File: src/rtl/snell_pkg.sv
// rtl/snell_pkg.sv - shared FSM encoding, constants and sine-table helper for snell_solver
// No ports: package imported by snell_solver and snell_sin_lut.
package snell_pkg;

  typedef enum logic [2:0] {
    ST_IDLE,
    ST_LUT,
    ST_MUL,
    ST_DIV,
    ST_DONE
  } state_t;

  // Largest legal angle in whole degrees; the ROM holds entries 0..ANG_MAX.
  localparam int ANG_MAX = 90;

  // Dividend width: product n2*sin (N_W+SIN_W+1 bits) shifted left by FRAC_W.
  function automatic int div_width(int n_w, int sin_w, int frac_w);
    return n_w + sin_w + 1 + frac_w;
  endfunction

  // round(sin(deg)*2^sin_w); sin(90) needs sin_w+1 bits.
  function automatic int sin_entry(int deg, int sin_w);
    real rad;
    real scaled;
    rad    = real'(deg) * 3.14159265358979323846 / 180.0;
    scaled = $sin(rad) * (2.0 ** sin_w);
    return $rtoi(scaled + 0.5);
  endfunction

endpackage

File: src/rtl/snell_sin_lut.sv
// rtl/snell_sin_lut.sv - 91-entry sine ROM with two combinational read ports
// Ports:
//   ang_a, ang_b : angle in whole degrees
//   sin_a, sin_b : round(sin(angle)*2^SIN_W); zero for angles past ANG_MAX
module snell_sin_lut
  import snell_pkg::*;
#(
  parameter int ANG_W = 7,
  parameter int SIN_W = 12
) (
  input  logic [ANG_W-1:0] ang_a,
  input  logic [ANG_W-1:0] ang_b,
  output logic [SIN_W:0]   sin_a,
  output logic [SIN_W:0]   sin_b
);

  logic [SIN_W:0] rom [0:ANG_MAX];

  for (genvar g = 0; g <= ANG_MAX; g++) begin : g_rom
    assign rom[g] = (SIN_W+1)'(sin_entry(g, SIN_W));
  end

  // Out-of-range addresses return zero; the parent flags them as errors.
  always_comb begin
    sin_a = '0;
    sin_b = '0;
    if (int'(ang_a) <= ANG_MAX) sin_a = rom[ang_a];
    if (int'(ang_b) <= ANG_MAX) sin_b = rom[ang_b];
  end

endmodule

File: src/rtl/snell_solver.sv
// rtl/snell_solver.sv - handshaked fixed-point Snell's-law solver n1 = n2*sin(t2)/sin(t1)
// Ports:
//   clk, rst              : clock, synchronous active-low reset
//   in_valid/in_ready     : request handshake; n2, theeta1, theeta2 sampled on accept
//   out_valid/out_ready   : result handshake; n1 (Q(N_W).(FRAC_W)), sat, err held in DONE
module snell_solver #(
  parameter int N_W    = 4,
  parameter int ANG_W  = 7,
  parameter int FRAC_W = 4,
  parameter int SIN_W  = 12
) (
  input  logic                  clk,
  input  logic                  rst,
  input  logic                  in_valid,
  output logic                  in_ready,
  input  logic [N_W-1:0]        n2,
  input  logic [ANG_W-1:0]      theeta1,
  input  logic [ANG_W-1:0]      theeta2,
  output logic                  out_valid,
  input  logic                  out_ready,
  output logic [N_W+FRAC_W-1:0] n1,
  output logic                  sat,
  output logic                  err
);
  import snell_pkg::*;

  localparam int D  = div_width(N_W, SIN_W, FRAC_W);
  localparam int PW = N_W + SIN_W + 1;
  localparam int NW = N_W + FRAC_W;
  localparam int CW = $clog2(D);
  localparam logic [ANG_W-1:0] ANG_LIM = ANG_W'(ANG_MAX);

  state_t           state_q, state_d;
  logic [N_W-1:0]   n2_q, n2_d;
  logic [ANG_W-1:0] t1_q, t1_d;
  logic [ANG_W-1:0] t2_q, t2_d;
  logic [SIN_W:0]   s1_q, s1_d;
  logic [SIN_W:0]   s2_q, s2_d;
  logic [SIN_W:0]   rem_q, rem_d;
  logic [D-1:0]     quo_q, quo_d;
  logic [CW-1:0]    cnt_q, cnt_d;
  logic [NW-1:0]    n1_q, n1_d;
  logic             sat_q, sat_d;
  logic             err_q, err_d;

  logic [SIN_W:0]   rom_s1, rom_s2;
  logic [PW-1:0]    prod;
  logic [SIN_W+1:0] rem_shift;
  logic             rem_ge;

  snell_sin_lut #(
    .ANG_W (ANG_W),
    .SIN_W (SIN_W)
  ) u_lut (
    .ang_a (t1_q),
    .ang_b (t2_q),
    .sin_a (rom_s1),
    .sin_b (rom_s2)
  );

  always_comb begin
    state_d = state_q;
    n2_d    = n2_q;
    t1_d    = t1_q;
    t2_d    = t2_q;
    s1_d    = s1_q;
    s2_d    = s2_q;
    rem_d   = rem_q;
    quo_d   = quo_q;
    cnt_d   = cnt_q;
    n1_d    = n1_q;
    sat_d   = sat_q;
    err_d   = err_q;

    prod = PW'(n2_q) * PW'(s2_q);

    // Restoring step: quo_q shifts the dividend out MSB-first while
    // quotient bits shift in at the bottom. Remainder stays below s1.
    rem_shift = {rem_q, quo_q[D-1]};
    rem_ge    = (rem_shift >= {1'b0, s1_q});

    case (state_q)
      ST_IDLE: begin
        if (in_valid) begin
          n2_d    = n2;
          t1_d    = theeta1;
          t2_d    = theeta2;
          state_d = ST_LUT;
        end
      end
      ST_LUT: begin
        s1_d = rom_s1;
        s2_d = rom_s2;
        if (t1_q == '0 || t1_q > ANG_LIM || t2_q > ANG_LIM) begin
          err_d   = 1'b1;
          n1_d    = '0;
          sat_d   = 1'b0;
          state_d = ST_DONE;
        end else begin
          state_d = ST_MUL;
        end
      end
      ST_MUL: begin
        quo_d   = {prod, {FRAC_W{1'b0}}};
        rem_d   = '0;
        cnt_d   = '0;
        state_d = ST_DIV;
      end
      ST_DIV: begin
        quo_d = {quo_q[D-2:0], rem_ge};
        rem_d = rem_ge ? (SIN_W+1)'(rem_shift - {1'b0, s1_q}) : rem_shift[SIN_W:0];
        cnt_d = cnt_q + 1'b1;
        if (cnt_q == CW'(D-1)) begin
          err_d   = 1'b0;
          state_d = ST_DONE;
          if (|quo_d[D-1:NW]) begin
            n1_d  = '1;
            sat_d = 1'b1;
          end else begin
            n1_d  = quo_d[NW-1:0];
            sat_d = 1'b0;
          end
        end
      end
      ST_DONE: begin
        if (out_ready) state_d = ST_IDLE;
      end
      default: state_d = ST_IDLE;
    endcase
  end

  always_ff @(posedge clk) begin
    if (!rst) begin
      state_q <= ST_IDLE;
      n2_q    <= '0;
      t1_q    <= '0;
      t2_q    <= '0;
      s1_q    <= '0;
      s2_q    <= '0;
      rem_q   <= '0;
      quo_q   <= '0;
      cnt_q   <= '0;
      n1_q    <= '0;
      sat_q   <= 1'b0;
      err_q   <= 1'b0;
    end else begin
      state_q <= state_d;
      n2_q    <= n2_d;
      t1_q    <= t1_d;
      t2_q    <= t2_d;
      s1_q    <= s1_d;
      s2_q    <= s2_d;
      rem_q   <= rem_d;
      quo_q   <= quo_d;
      cnt_q   <= cnt_d;
      n1_q    <= n1_d;
      sat_q   <= sat_d;
      err_q   <= err_d;
    end
  end

  assign in_ready  = (state_q == ST_IDLE);
  assign out_valid = (state_q == ST_DONE);
  assign n1        = n1_q;
  assign sat       = sat_q;
  assign err       = err_q;

endmodule

File: config.mk
export PLATFORM = sky130hd
export DESIGN_NAME = snell_solver
export DESIGN_NICKNAME = d
export VERILOG_FILES = /design/src/rtl/snell_pkg.sv /design/src/rtl/snell_sin_lut.sv /design/src/rtl/snell_solver.sv
export SDC_FILE = /design/constraint.sdc
export NUM_CORES = 1
export LEC_CHECK = 0
export ABC_CLOCK_PERIOD_IN_PS = 6650
export CORE_MARGIN = 2
export CORE_UTILIZATION = 46
export CTS_CLUSTER_SIZE = 40
export DETAILED_ROUTE_END_ITERATION = 16
export PLACE_DENSITY = 0.6
export SYNTH_ARGS = -nofsm -noshare
export SYNTH_HDL_FRONTEND = slang
export SYNTH_SLANG_ARGS = --single-unit
File: constraint.sdc
create_clock -name clk -period 6.65 [get_ports clk]
set_clock_uncertainty 0.1 [all_clocks]
set_input_delay 1.995 -clock clk [delete_from_list [all_inputs] [get_ports clk]]
set_output_delay 1.995 -clock clk [all_outputs]
set_load 0.01 [all_outputs]
==> results by group <==
Cells and area
  • Combined area of the multi-input logic cells: 6860 sq um
  • Post-route non-filler standard cell count: 1494
  • Sequential Area: 1920 sq um
  • Area Growth Syn to Fin: 6.55%
  • Layout filler cell count: about 2000
  • Layout cells sized above 1: about 5%
  • Finished Core Util: 50.0%
  • Number of nets in the layout: 1326
  • Ant diodes: 0
  • Finished Cell Area: between 10000 and 15000 sq um

Worst setup path
  • Capturing element type of the critical path: primary output
  • Arr. time, crit path: 1890 ps
  • Top fanout value on the critical path: 9
  • Startpoint class of the critical path: flop
  • WS Path Type: reg -> out
  • Critical path required time: 4550 ps

Drt
  • # DRC: 0
  • Routed length on met2: about 11 mm
  • Final routed wirelength across all metal layers: 25.0 mm
  • Vias: between 8000 and 9000
  • Via-to-Cell Ratio: between 5 and 6
  • Detailed route wirelength on metal3: 1.31 mm
  • Highest layer used for signal routing: met4
  • Routed metal-1 wirelength: 12.0 mm
  • Number of nets with antenna violations after detailed routing: 0
  • Routed WL per cell: 16.8 microns
  • TritonRoute pass-1 iters: 5
  • Initial drt markers: 825

Timing
  • Setup violators final: 0
  • Worst hold slack: 367 ps
  • Headroom to the max-slew limit: 41.6%
  • Maximum clock rate: 251 MHz
  • Final Slew Violations: 0
  • Total Neg Setup Slack: 0 ps
  • Minimum clock period after layout: between 3000 and 4000 ps
  • RSZ-0062 raised after global routing: no
  • Transition time at the pin with the least slew margin: 876 ps
  • Final hold vios: 0
  • Post-route worst setup slack: 2670 ps
  • Final clock period utilization by the worst path: between 50% and 60%

Synth
  • EDFF count, synth: 0
  • Commonest register cell after synthesis: sky130_fd_sc_hd__dfxtp_1
  • Post-synthesis cell type count: 86
  • Number of storage elements in the synthesis netlist: 96
  • Fraction of registers with async set or reset after synthesis: 0%
  • Net count after synthesis: 1371
  • Instance count of the mapped netlist: 1264
  • Share of Yosys cell area claimed by the top area cell type: 20.2%
  • Portion of the post-synthesis area used by sequential elements: approximately a fifth
  • Most area-hungry cell type in the Yosys netlist: sky130_fd_sc_hd__dfxtp_1
  • Post-synthesis average cell area: 7.52 sq um
  • Library cell with the highest instance count after synthesis: sky130_fd_sc_hd__nand2_1
  • Commonest cells in the synthesized netlist: 172 x sky130_fd_sc_hd__nand2_1, 96 x sky130_fd_sc_hd__dfxtp_1, 82 x sky130_fd_sc_hd__o21ai_0, 74 x sky130_fd_sc_hd__inv_1, 65 x sky130_fd_sc_hd__a21oi_1
  • Number of warning messages in the yosys log: 0
  • Post-synthesis cell area: 9500 sq um
  • Synth top area cells: sky130_fd_sc_hd__dfxtp_1 20%, sky130_fd_sc_hd__ha_1 8.2%, sky130_fd_sc_hd__nand2_1 6.8%

Clock tree
  • Clock-pin slew reported for the worst setup and hold paths after clock tree synthesis: 70 ps
  • Clock tree sinks: 96
  • Clock latency on the worst-skew pair: 350 ps
  • Number of buffers created by CTS: 9
  • Setup bufs post-CTS: 0
  • Clock root cell: sky130_fd_sc_hd__clkbuf_16
  • Post-cts resize count: 0
  • TritonCTS clock tree: built
  • Maximum number of buffers from clock root to sink: 2
  • CTS H-tree depth: 3
  • Quantity of hold-fixing buffers added after cts: 0

Die
  • Die W: 148 microns
  • Number of placed I/O pins: 34
  • Row count: 52
  • Floorplan Core Area: slightly above 20000 sq um
  • Initial core utilization: 47.0%
  • Die ar.: 21800 sq um
  • Die H: 148 microns

Global route
  • Vias in the first global route: 8143
  • Antenna violations before repair: 0
  • GRT Util Overall: 23.1%
  • Grt total ovfl: 0
  • First-pass GRT wire length: about 42 mm
  • Largest net degree at the start of global routing: 68

Placement
  • Cell area reported after detailed placement: 9840 sq um
  • Detailed-placement wirelength estimate: 17.7 mm
  • # port buffers: 33
  • Placed cell count: 1478
  • Setup slack at placement: ~2500 ps
  • Placer Congestion: 0.882

Flow run
  • Max capacitance violation total: 0

Pwr
  • Total Power: 3.22 mW
  • Maximum ir drop on the vdd rail: 0.149 mV
  • Total power divided by cell area: between 300 and 400 nW/um^2
  • Leakage power total: 3.94 nW

Outcome
  • Outcome: complete, no violations

Worst hold path
  • Type of the worst min-delay path: reg -> reg
-- worst max-delay path: stages, from the launching register on --
cell	delay (ps)
sky130_fd_sc_hd__dfxtp_1	510
sky130_fd_sc_hd__nor3b_1	410
sky130_fd_sc_hd__clkdlybuf4s50_1	620
-- final timing paths --
kind / from / endpoint / slack (ps) / cells past startpoint
worst min-delay path: n1[4] / n1[4] / 370 / 2
worst max-delay path: state_q[2] / out_valid / 2670 / 2
worst min register to register: n1[4] / n1[4] / 370 / 2
worst max register to register: n2_q[2] / quo_q[16] / 2850 / 10
-- cell usage in the layout (no fill, tap or decap), drive strengths merged, types with 7 or more instances in the layout --
master         count
nand2            172
dfxtp             96
o21ai             87
inv               77
a21oi             66
ha                62
nor2              61
and2              47
a21boi            40
nand2b            39
o211ai            32
clkdlybuf4s50     32
nand3             28
a211oi            24
fa                23
nor2b             22
nor3              21
mux2i             20
buf               15
o211a             12
nand4             12
o21a              11
a21o              11
a31oi             11
a311oi            11
o31ai             11
clkbuf            10
o311ai            10
o22ai              9
a32o               9
nand3b             8
and3               8
mux4               8
nor4               8
xor2               7
o2111ai            7
-- area by class of cell --
class	count	area share [%]
Sequential cell	96	19.0
Multi-Input combinational cell	989	67.8
Clock inverter	6	0.519
Tap cell	270	3.34
Timing Repair Buffer	47	4.25
Inverter	76	2.82
Clock buffer	10	2.26
-- per-layer routing --
| metal | GRT usage, % | up-vias |
|---|---|---|
| li1 | - | 4473 |
| met1 | 33.7 | 4138 |
| met2 | 36.0 | 264 |
| met3 | 3.33 | 38 |
| met4 | 5.38 | 0 |
| met5 | 0 | - |
-- where the power goes --
part / internal [mW] / switching [mW]
Clock: 0.260 / 0.237
Sequential: 0.671 / 0.130
Combinational: 0.725 / 1.20
-- logic make-up (layout without fill, tap and decap cells) --
family,after synthesis,in the layout,share of synthesized area [%]
AND/OR/NAND/NOR,450,450,23.7
AO/OA/AOI/OAI,411,411,30.1
buffers and inverters,179,139,7.62
flip-flops,96,96,20.2
adder cells (fa/ha/maj),85,85,13.0
multiplexers,30,30,4.24
XOR/XNOR,13,13,1.20
-- sequential cells by signal (all words and copies together) (netlist names) --
name / count
state_q: 3
rem_q: 13
n1: 8
t1_q: 7
s1_q: 13
s2_q: 13
n2_q: 4
err: 1
sat: 1
quo_q: 21
cnt_q: 5
t2_q: 7
Power figures use the tool's default switching activity.
